[src/rtl/platform_scheduler.sv]
// Platform slot sequencer: INIT lays out the eight slots, SCAN scrolls one slot per clock and respawns
// slots that fall off the bottom. Define PLATFORM_SCHED_RANDOM_EN for LFSR-based respawn X.
module platform_scheduler #(
  parameter int W     = 320,
  parameter int H     = 240,
  parameter int X_min = 70,
  parameter int X_max = 249,
  parameter int N     = 8
) (
  input  logic       Clk,
  input  logic       Reset,
  input  logic [1:0] frame_clk_edge,
  input  logic [7:0] state,
  input  logic       scroll_req,
  input  logic [3:0] scroll_amt,
  input  logic [7:0] platform_size,
  output logic [9:0] Platform_X_out [0:N-1],
  output logic [9:0] Platform_Y_out [0:N-1],
  output logic       busy,
  output logic       update_done,
  output logic [3:0] respawn_cnt,
  output logic       overrun
);

  localparam logic [1:0] S_IDLE = 2'd0;
  localparam logic [1:0] S_INIT = 2'd1;
  localparam logic [1:0] S_SCAN = 2'd2;
  localparam logic [1:0] S_DONE = 2'd3;

  // Right edge of the playfield, clipped to the screen.
  localparam int XLIM = (X_max < W) ? X_max : W - 1;

  logic [1:0] fsm_q, fsm_d;
  logic [2:0] i_q;
  logic       init_done_q;
  logic [4:0] step_q;
  logic [3:0] acc_q;
  logic [3:0] respawn_cnt_q;
  logic       overrun_q;
  logic [9:0] x_q [0:N-1];
  logic [9:0] y_q [0:N-1];

  logic       init_go, scan_go, last_slot, frame_edge;
  logic [9:0] sum, tbl_x, init_y, new_x;

`ifdef PLATFORM_SCHED_RANDOM_EN
  logic [15:0] lfsr_q;
  logic [9:0]  span, r;

  always_ff @(posedge Clk or negedge Reset) begin
    if (!Reset) lfsr_q <= 16'hACE1;
    else        lfsr_q <= {lfsr_q[14:0], lfsr_q[15] ^ lfsr_q[13] ^ lfsr_q[12] ^ lfsr_q[10]};
  end
`endif

  always_comb begin
    frame_edge = (frame_clk_edge == 2'b01);
    init_go    = (state == 8'd0) && !init_done_q;
    scan_go    = frame_edge && (state == 8'd1);
    last_slot  = (i_q == 3'(N - 1));
    sum        = y_q[i_q] + {5'd0, step_q};
    tbl_x      = 10'd80 + 10'd18 * {7'd0, i_q};
    init_y     = 10'd10 + 10'd30 * {7'd0, i_q};
`ifdef PLATFORM_SCHED_RANDOM_EN
    // Out-of-range draws fold back once, then saturate at the right edge.
    span = 10'(XLIM - X_min) - {2'd0, platform_size};
    r    = {2'd0, lfsr_q[7:0]};
    if (r <= span)                    new_x = 10'(X_min) + r;
    else if (r - span - 10'd1 <= span) new_x = 10'(X_min) + r - span - 10'd1;
    else                              new_x = 10'(X_min) + span;
`else
    new_x = tbl_x;
`endif
  end

  always_comb begin
    fsm_d = fsm_q;
    case (fsm_q)
      S_IDLE:         if (init_go) fsm_d = S_INIT;
                      else if (scan_go) fsm_d = S_SCAN;
      S_INIT, S_SCAN: if (last_slot) fsm_d = S_DONE;
      default:        fsm_d = S_IDLE;
    endcase
  end

  always_ff @(posedge Clk or negedge Reset) begin
    if (!Reset) begin
      fsm_q         <= S_IDLE;
      i_q           <= '0;
      init_done_q   <= 1'b0;
      step_q        <= '0;
      acc_q         <= '0;
      respawn_cnt_q <= '0;
      overrun_q     <= 1'b0;
      for (int k = 0; k < N; k++) begin
        x_q[k] <= '0;
        y_q[k] <= '0;
      end
    end else begin
      fsm_q <= fsm_d;
      if (state != 8'd0)                  init_done_q <= 1'b0;
      else if (fsm_q == S_INIT && last_slot) init_done_q <= 1'b1;
      if (busy && frame_edge) overrun_q <= 1'b1;
      case (fsm_q)
        S_IDLE: begin
          i_q <= '0;
          if (init_go) overrun_q <= 1'b0;
          else if (scan_go) begin
            step_q <= 5'd1 + (scroll_req ? {1'b0, scroll_amt} : 5'd0);
            acc_q  <= '0;
          end
        end
        S_INIT: begin
          x_q[i_q] <= tbl_x;
          y_q[i_q] <= init_y;
          i_q      <= i_q + 3'd1;
        end
        S_SCAN: begin
          if (sum >= 10'(H)) begin
            y_q[i_q] <= sum - 10'(H);
            x_q[i_q] <= new_x;
            acc_q    <= acc_q + 4'd1;
          end else begin
            y_q[i_q] <= sum;
          end
          i_q <= i_q + 3'd1;
        end
        default: respawn_cnt_q <= acc_q;
      endcase
    end
  end

  assign Platform_X_out = x_q;
  assign Platform_Y_out = y_q;
  assign busy           = (fsm_q == S_INIT) || (fsm_q == S_SCAN);
  assign update_done    = (fsm_q == S_DONE);
  assign respawn_cnt    = respawn_cnt_q;
  assign overrun        = overrun_q;

endmodule

[config.mk]
export PLATFORM = sky130hd
export DESIGN_NAME = platform_scheduler
export DESIGN_NICKNAME = d
export VERILOG_FILES = /design/src/rtl/platform_scheduler.sv
export SDC_FILE = /design/constraint.sdc
export NUM_CORES = 1
export LEC_CHECK = 0
export BUFFER_PORTS_ARGS = -buffer_cell sky130_fd_sc_hd__buf_2
export CAP_MARGIN = 5
export CORE_ASPECT_RATIO = 1.75
export CORE_MARGIN = 1.5
export CORE_UTILIZATION = 35
export DETAILED_ROUTE_END_ITERATION = 10
export PLACE_DENSITY_LB_ADDON = 0.05
export SLEW_MARGIN = 30
export SYNTH_ARGS = -nofsm -noshare
export SYNTH_HDL_FRONTEND = slang
export SYNTH_SLANG_ARGS = --single-unit
[constraint.sdc]
create_clock -name Clk -period 9.16 [get_ports Clk]
set_input_delay 0.458 -clock Clk [delete_from_list [all_inputs] [get_ports Clk]]
set_output_delay 0.458 -clock Clk [all_outputs]
set_load 0.03 [all_outputs]
# After elaboration in Yosys (flattened, before gate mapping)
# Cells that the tools add are included.
[word_totals]
reg_bits = 180
output_inout_bits = 167
[op_classes]
addsub = 7
mul = 2
order_cmp = 3
eq_ne = 11
n_mux = 28
n_bitwise = 2
n_reduce_logical = 20
[op_table]
columns = ["op", "count"]
rows = [
  ["$bwmux W80", 4],
  ["$pmux W80 S2", 2],
  ["$mux W80", 2],
  ["$bmux W10 S3", 1],
  ["$demux W10 S3", 1],
  ["$mux W10", 3],
  ["$mux W4", 4],
  ["$mul A4 B3 Y7 const A", 2],
  ["$add A10 B5 Y10", 1],
  ["$ge A10 B8 Y1 const B", 1],
  ["$sub A10 B8 Y10 const B", 1],
  ["$add A4 B8 Y9 const A", 1],
  ["$add A7 B8 Y9 const A", 1],
  ["$eq A8 B1 Y1 const B", 1],
  ["$logic_not A8 Y1", 1],
  ["$pmux W4 S2", 1],
  ["$reduce_bool A2 Y1", 4],
  ["$reduce_bool A8 Y1", 1],
  ["$mux W2", 3],
  ["$ne A2 B2 Y1 const B", 3],
  ["$pmux W3 S2", 1],
  ["$add A1 B4 Y5 const A", 1],
  ["$logic_and A1 B1 Y1", 5],
  ["$mux W1", 5],
  ["20 further kinds", 23],
]

# Depth between registers and ports, before layout
# Gate-level depths: netlist of run 1.
[depth]
ltp_word = 9
mapped_depth = 22
mapped_depth_nobuf = 16

# Least setup slack after synthesis of run 1
# No wires, ideal clock.
[synth_path]
path_type = "reg-to-reg"
start = "register i_q[0]"
end = "register x_q (netlist bit Platform_X_out[52])"
arrival_time_ns = 4.920
required_ns = 9.035
path_slack_ns = 4.115
path_stages_with_launch = 18
n_path_buf = 5
period_less_slack_ns = 5.045
path_cell_list = "dfrtp_1 buf_6 clkbuf_1 buf_1 mux4_2 nand2_1 nand2_1 ha_1 nor2b_1 o211ai_1 a31oi_1 a31o_2 o22ai_4 and2_4 buf_6 buf_8 a2111oi_4 mux2_4"
[synth_via]
elab_chain_cells = 8
elab_cells_between_ends = 18
cone_classes = "add/sub: 2; mul: 1; order compare: 3; eq/ne: 1; mux: 8; bitwise: 1; reduce/logical: 2"
[synth_lines]
columns = ["element", "line", "rtl"]
rows = [
  ["from (decl)", "34", "logic [2:0] i_q;"],
  ["from (signal assigned)", "116", "i_q <= i_q + 3'd1;"],
  ["from (signal assigned)", "126", "i_q <= i_q + 3'd1;"],
  ["$not A3 Y4 (not written as such)", "61, 114, 121", ""],
  ["$bmux W10 S3, or another cell as far along", "61", "sum = y_q[i_q] + {5'd0, step_q};"],
  ["$mux W10 (not written as such) or $logic_and A1 B1 Y1 (tied branches)", "61, 114, 121", ""],
  ["$mux W10 (on tied branches)", "61, 114, 121", ""],
  ["$add A10 B5 Y10 or $demux W10 S3 (tied branches)", "61, 114, 121", ""],
  ["$ge A10 B8 Y1 or $bwmux W80 (tied branches)", "119, 114, 121", ""],
  ["$ne A2 B2 Y1 (no source line) or $mux W80 (tied branches)", "n/a", ""],
  ["$reduce_and A2 Y1 (no source line) or $pmux W80 S2 (tied branches)", "n/a", ""],
  ["to (signal, indexed assignment)", "114", "x_q[i_q] <= tbl_x;"],
  ["to (signal, indexed assignment)", "121", "x_q[i_q] <= new_x;"],
  ["to (decl)", "40", "logic [9:0] x_q [0:N-1];"],
]
# Several ways; a longest one is shown, not always the timed one. The select of a mux whose other input is x is not followed.
# A chain may end at the register's enable or synchronous reset.

# Final worst setup path of run 1
[layout_path]
start = "register i_q[0]"
end = "register x_q (netlist bit Platform_X_out[63])"
# Same word-level chain as after synthesis.

==> run_results.csv, run 1 <==
group,metric,value,unit
outcome,status,"completed",
floorplan,pin_count,192,
floorplan,rows,73,
yosys,synth_edf_count,0,
cells_and_area,num-nets-final,938,
clocking,clock_latency,0.44,ns
timing,tightest_slew,0.869,ns
yosys,synth_cell_types,63,
cells_and_area,areaGrowthSynthToFinish,20.6,%
yosys,async_flop_share,100,%
power_and_ir_drop,p_sw,428,uW
route,remaining_drc_errors,0,
cells_and_area,final_common_cell,"buf_2",
global_route,grt_max_degree,93,
timing,finalSetupViolations,0,
job,cap_violations,0,
floorplan,core_area,0.0227,sq mm
timing,final.setup.tns,0,ns
route,ant_nets,0,
place,io_buffers,159,
route,first_pass_iters,5,
timing,relSlewSlack,42.0,%
worst_setup_path,crit_type,"reg2reg",
clocking,cts_hold_buf,0,
yosys,syn_area,0.00808,sq mm
yosys,ys_ff_latch,156,
clocking,postCtsSetupRepairBufs,0,
cells_and_area,drive_gt1_share,31.3,%
route,dr_total_vias,6095,
yosys,synth_top_flop_cell,"dfrtp_1",
route,initialDrtViolationCount,338,
clocking,cts_resized,0,
global_route,grt_remaining_overflow,0,
worst_setup_path,critPathTopFamily,"compound AO/OA/AOI/OAI gates",
worst_setup_path,cp_data_required_time,9.48,ns
floorplan,die_w,118,um
worst_setup_path,rr_worst_depth,13,
clocking,root_buffer,"clkbuf_16",
power_and_ir_drop,p_comb_share,10.7,%
power_and_ir_drop,ir_drop,0.116,mV
floorplan,die_area,0.0240,sq mm
worst_setup_path,r2r-start,"i_q[0]",
place,dp.final_hpwl,16400,um
floorplan,die_h,204,um
global_route,antenna_found_initial,0,
power_and_ir_drop,clock_power_share,47.2,%
worst_setup_path,r2r-end,"Platform_X_out[63]",
yosys,postSynthAreaPerCell,11.0,sq um
place,place_congestion,0.845,
yosys,synth-seq-area-share,48.3,%
clocking,clkSinkCount,156,
clocking,path_clk_slew,0.06,ns
power_and_ir_drop,cellInternalPower,1.27,mW
worst_setup_path,slowest_delay,0.76,ns
route,totalWireLength,22200,um
global_route,grt_usage,19.3,%
timing,fin_crit_sh,55.8,%
global_route,grt_pass1_wl,35400,um
cells_and_area,layout_common_cells,"buf_2, dfrtp_1, nand2_1, o21ai_0, inv_1",
worst_setup_path,end_kind,"flop",
power_and_ir_drop,leakagePower,4.82,nW
cells_and_area,final_area,0.00974,sq mm
cells_and_area,final_util,43.0,%
worst_setup_path,r2r_slack,4.05,ns
min_path,hold_path.class,"in2async",
place,placed_cell_area,0.00906,sq mm
worst_setup_path,crit_top_cell,"nand2_1",
worst_setup_path,timing.critical_path.buf_inv,1,
power_and_ir_drop,switching_share,25.2,%
yosys,syn_inst,732,
clocking,cts_tree,"built",
timing,finalClockSkew,0.00680,ns
worst_setup_path,path_cells,"buf_4, mux4_2, nand2_1, nand2_1, ha_1, or2_2, a2111oi_0, o311ai_1, o21ai_1, o21ai_2, and2_4, a2111oi_4, mux2_4",
yosys,yosysWarningCount,0,
timing,rsz0062_at_grt,"no",
global_route,grt_pass1_vias,6302,
clocking,htreeDepth,4,
worst_setup_path,cp_slowest_cell,"a2111oi_4",
worst_setup_path,critical_path_arrival,5.43,ns
route,avgViaCountPerCell,5.09,
cells_and_area,n_antenna_cell,0,
timing,final_max_slew_viol_count,0,
worst_setup_path,cp-start-kind,"flop",
power_and_ir_drop,p_per_area,174,mW/mm^2
route,wire_per_inst,18.5,um
power_and_ir_drop,power_frac_seq,42.1,%
timing,period_minus_slack,5.11,ns
timing,max_freq,196,MHz
clocking,cts_buffers,17,
timing,hold_viol_final,0,
floorplan,initial_core_util,35.7,%
cells_and_area,fillCellCount,2296,
clocking,clk_path_buf_depth,2,
worst_setup_path,crit_fanout,25,
layout make-up:
type	instances	area [sq um]	area share, %
clock buffers	22	484	4.97
inverters	28	105	1.08
repair buffers	165	847	8.70
clock inverters	10	185	1.90
multi-input cells	516	3840	39.4
well taps	300	375	3.85
flip-flops and latches	156	3910	40.1
layer usage:
metal  up-vias  share of wire, %  track usage, %
met4         0               2.3            8.23
met2       176                55            35.5
met3        25               4.9            4.49
met5         -                 0               0
met1      3088                38            21.0
li1       2806                 -               -
kinds of logic (layout without fill, tap and decap cells):
group,Yosys count,after routing,synth area share [%]
and+or+nand+nor,225,225,12.9
DFF,156,156,48.3
AOI/OAI and AO/OA,149,149,13.3
buffers and inverters,83,225,5.40
muxes,74,74,13.5
adders and majority gates,29,29,4.86
xor gates and xnor gates,15,15,1.63
other,1,24,0.0464
power groups by stage:
stage,Clock [mW],Sequential (mW),Combinational [mW]
6_report,0.802,0.715,0.182
5_1_grt,0.853,0.717,0.199
4_1_cts,0.823,0.715,0.184
3_5_place_dp,0,0.728,0.183
3_3_place_gp,0,0.727,0.181
2_1_floorplan,0,0.752,0.105
registers in the layout (all words and copies together) (netlist names):
| name | cells |
|---|---|
| Platform_Y_out | 80 |
| Platform_X_out | 56 |
| step_q | 5 |
| acc_q | 4 |
| respawn_cnt | 4 |
| i_q | 3 |
| fsm_q | 2 |
| init_done_q | 1 |
| overrun | 1 |
synth_stat cells, types with 4 or more instances:
| master | count | area share (%) |
|---|---|---|
| a2111oi_4 | 8 | 2.7 |
| a21o_1 | 4 | 0.37 |
| a21oi_1 | 18 | 1.1 |
| a31oi_1 | 4 | 0.31 |
| a32oi_1 | 7 | 0.76 |
| and2_1 | 11 | 0.85 |
| and3_1 | 6 | 0.46 |
| buf_1 | 6 | 0.28 |
| buf_4 | 24 | 2.2 |
| clkbuf_1 | 20 | 0.93 |
| dfrtp_1 | 156 | 48 |
| fa_1 | 4 | 0.99 |
| ha_1 | 25 | 3.9 |
| inv_1 | 28 | 1.3 |
| mux2_2 | 27 | 3.8 |
| mux2_4 | 13 | 2.4 |
| mux2i_1 | 14 | 1.7 |
| mux4_2 | 19 | 5.3 |
| nand2_1 | 130 | 6.0 |
| nand3_1 | 10 | 0.62 |
| nor2_1 | 20 | 0.93 |
| nor2b_1 | 12 | 0.93 |
| nor3_1 | 4 | 0.25 |
| o21a_1 | 4 | 0.37 |
| o21ai_0 | 62 | 3.8 |
| o21ai_1 | 19 | 1.2 |
| or2_1 | 9 | 0.70 |
| xnor2_1 | 11 | 1.2 |
| xor2_1 | 4 | 0.43 |
worst max path at each step:
stage | slack (ns) | start | to | cells past startpoint
2_1_floorplan | 4.11 | i_q[0] | Platform_X_out[52] | 17
3_3_place_gp | 4.08 | i_q[0] | Platform_Y_out[48] | 13
3_5_place_dp | 4.05 | i_q[0] | Platform_X_out[63] | 13
4_1_cts | 4.05 | i_q[0] | Platform_X_out[63] | 13
5_1_grt | 3.80 | i_q[0] | Platform_X_out[63] | 13
6_report | 4.05 | i_q[0] | Platform_X_out[63] | 13
worst reg2reg max path: stages (launching register included):
cell and delay (ns):
dfrtp_2 0.62, buf_4 0.47, mux4_2 0.60, nand2_1 0.08
nand2_1 0.12, ha_1 0.28, or2_2 0.30, a2111oi_0 0.63
o311ai_1 0.19, o21ai_1 0.16, o21ai_2 0.15, and2_4 0.28
a2111oi_4 0.77, mux2_4 0.36
metrics by stage:
| step | hold slack (ns) | total power [mW] | setup slack (ns) | instances |
|---|---|---|---|---|
| final | 0.0761 | 1.70 | 4.05 | 1197 |
| after global routing | 0.135 | 1.77 | 3.80 | 1197 |
| after global placement | 0.442 | 0.908 | 4.08 | 1165 |
| after detailed placement | 0.448 | 0.911 | 4.05 | 1165 |
| after CTS | 0.109 | 1.72 | 4.05 | 1197 |
| after floorplan | 0.162 | 0.857 | 4.11 | 755 |
No activity file was read; power rests on OpenSTA's default activity.
==> inputs of run 2 (changes only) <==
==> constraint.sdc (replaced) <==
create_clock -name Clk -period 4.65 [get_ports Clk]
set_input_delay 0.2325 -clock Clk [delete_from_list [all_inputs] [get_ports Clk]]
set_output_delay 0.2325 -clock Clk [all_outputs]
set_load 0.03 [all_outputs]
==> run 2 against run 1 <==
  * Clock power increased by 78%
  * Sequential cell count unchanged
  * Final cell count grew 1.4%
  * Via count decreased by 0.51%
  * Maximum frequency increased by 17%
  * Wire length grew 0.92%
  * Utilization increased by 0.40 points
  * Critical endpoint is now Platform_X_out[22]
  * Largest power group unchanged
  * Die area is the same
  * Highest routed layer unchanged
  * Non-clock buffer count grew 19
  * Combinational power up 99%
  * Critical path depth is the same
==> run_results.csv, run 2 (synthesized netlist as in run 1, its figures left out) <==
group,metric,value,unit
clocking,htreeDepth,4,
clocking,clk_path_buf_depth,2,
outcome,status,"completed",
timing,rsz0062_at_grt,"no",
place,place_congestion,0.888,
cells_and_area,layout_common_cells,"buf_2, dfrtp_1, nand2_1, o21ai_0, inv_1",
worst_setup_path,critical_path_arrival,4.69,ns
job,cap_violations,0,
global_route,grt_usage,19.4,%
place,dp.final_hpwl,16900,um
power_and_ir_drop,ir_drop,0.206,mV
cells_and_area,final_common_cell,"buf_2",
timing,period_minus_slack,4.37,ns
worst_setup_path,cp_data_required_time,4.97,ns
clocking,cts_tree,"built",
timing,hold_viol_final,0,
place,io_buffers,159,
timing,finalSetupViolations,0,
cells_and_area,n_antenna_cell,0,
power_and_ir_drop,p_total,3.20,mW
timing,relSlewSlack,48.2,%
route,wire_per_inst,18.4,um
timing,max_freq,229,MHz
timing,fin_crit_sh,94.0,%
clocking,root_buffer,"clkbuf_16",
worst_setup_path,crit_type,"reg2reg",
min_path,hold_path.class,"in2reg",
global_route,antenna_found_initial,0,
route,totalWireLength,22400,um
floorplan,rows,73,
floorplan,initial_core_util,35.7,%
cells_and_area,areaGrowthSynthToFinish,21.7,%
global_route,grt_pass1_vias,6370,
clocking,clkSinkCount,156,
cells_and_area,drive_gt1_share,32.4,%
global_route,grt_max_degree,80,
worst_setup_path,end_kind,"flop",
floorplan,core_area,0.0227,sq mm
timing,final_max_slew_viol_count,0,
route,ant_nets,0,
timing,finalClockSkew,0.0109,ns
timing,final.setup.tns,0,ns
cells_and_area,num-nets-final,957,
route,first_pass_iters,4,
timing,tightest_slew,0.774,ns
power_and_ir_drop,p_per_area,325,mW/mm^2
power_and_ir_drop,leakagePower,4.89,nW
timing,whs,0.0847,ns
floorplan,die_w,118,um
floorplan,die_h,204,um
floorplan,die_area,0.0240,sq mm
route,remaining_drc_errors,0,
clocking,path_clk_slew,0.06,ns
cells_and_area,largest_register_ffs,80,
floorplan,pin_count,192,
global_route,grt_pass1_wl,35800,um
route,initialDrtViolationCount,295,
route,dr_total_vias,6064,
global_route,grt_remaining_overflow,0,
clocking,clock_latency,0.44,ns
worst_setup_path,cp-start-kind,"flop",
clocking,cts_buffers,17,
worst_setup_path,crit_fanout,15,
worst_setup_path,r2r_slack,0.28,ns
route,avgViaCountPerCell,5.00,
-- run 2: cell types whose count changed in the layout (fill, tap and decap cells not counted), sizes merged --
cell,change
buf,+17
bufinv,-3
clkbuf,+2
clkinv,-1
dlygate4sd3,+2
-- run 2: metal layers --
metal / vias up / wire length (um) / track usage, %
met1: 3018 / 8390 / 21.1
met4: 0 / 461 / 7.88
met3: 25 / 880 / 3.74
li1: 2851 / - / -
met2: 170 / 12600 / 36.6
met5: - / 0 / 0
-- run 2: critical path: stages (launching register included) --
cell	delay [ns]
dfrtp_4	0.62
mux4_2	0.55
nand2_1	0.07
and2_1	0.18
inv_1	0.06
ha_1	0.28
a211o_1	0.29
a2111oi_0	0.55
o311ai_1	0.17
o21ai_1	0.14
o21ai_2	0.08
and2_4	0.24
a2111oi_4	0.61
mux2_2	0.40
-- run 2: final timing paths --
kind | from | endpoint | cells after the start
worst max-delay path | i_q[0] | Platform_X_out[22] | 13
worst min-delay path | scroll_amt[3] | step_q[4] | 3
worst max register to register | i_q[0] | Platform_X_out[22] | 13
worst min register to register | Platform_X_out[47] | Platform_X_out[47] | 1
max in group asynchronous | Reset | i_q[0] | 3
min in group asynchronous | Reset | Platform_X_out[74] | 2
-- run 2: repair_timing --
action / in CTS / in global routing
hold buffers: 2 / 0
buffers inserted: 0 / 0
resized for setup: 0 / 2
endpoints found under the setup margin: 0 / 41
hold endpoints to repair: 79 / 0
-- run 2: cell type report --
cell class | count | area (sq um)
clock buffer | 24 | 522
clock inverter | 6 | 82.6
fill | 2262 | 12800
inverter | 28 | 105
multi-input combinational | 516 | 3830
sequential | 156 | 3910
tap | 300 | 375
timing repair buffer | 184 | 1010
-- run 2: metrics by stage --
step	area [sq um]	utilization, %	instances	worst slack (ns)
after floorplan	8170	-	755	0.0391
after global placement	9200	40.6	1182	0.135
after detailed placement	9200	40.6	1182	0.0964
after CTS	9820	43.4	1214	0.104
after global routing	9830	43.4	1214	0.0114
final	9830	43.4	1214	0.281
-- run 2: power breakdown --
part | internal [mW] | switching (mW)
Combinational | 0.113 | 0.249
Clock | 0.881 | 0.545
Sequential | 1.39 | 0.0251
Total | 2.38 | 0.819
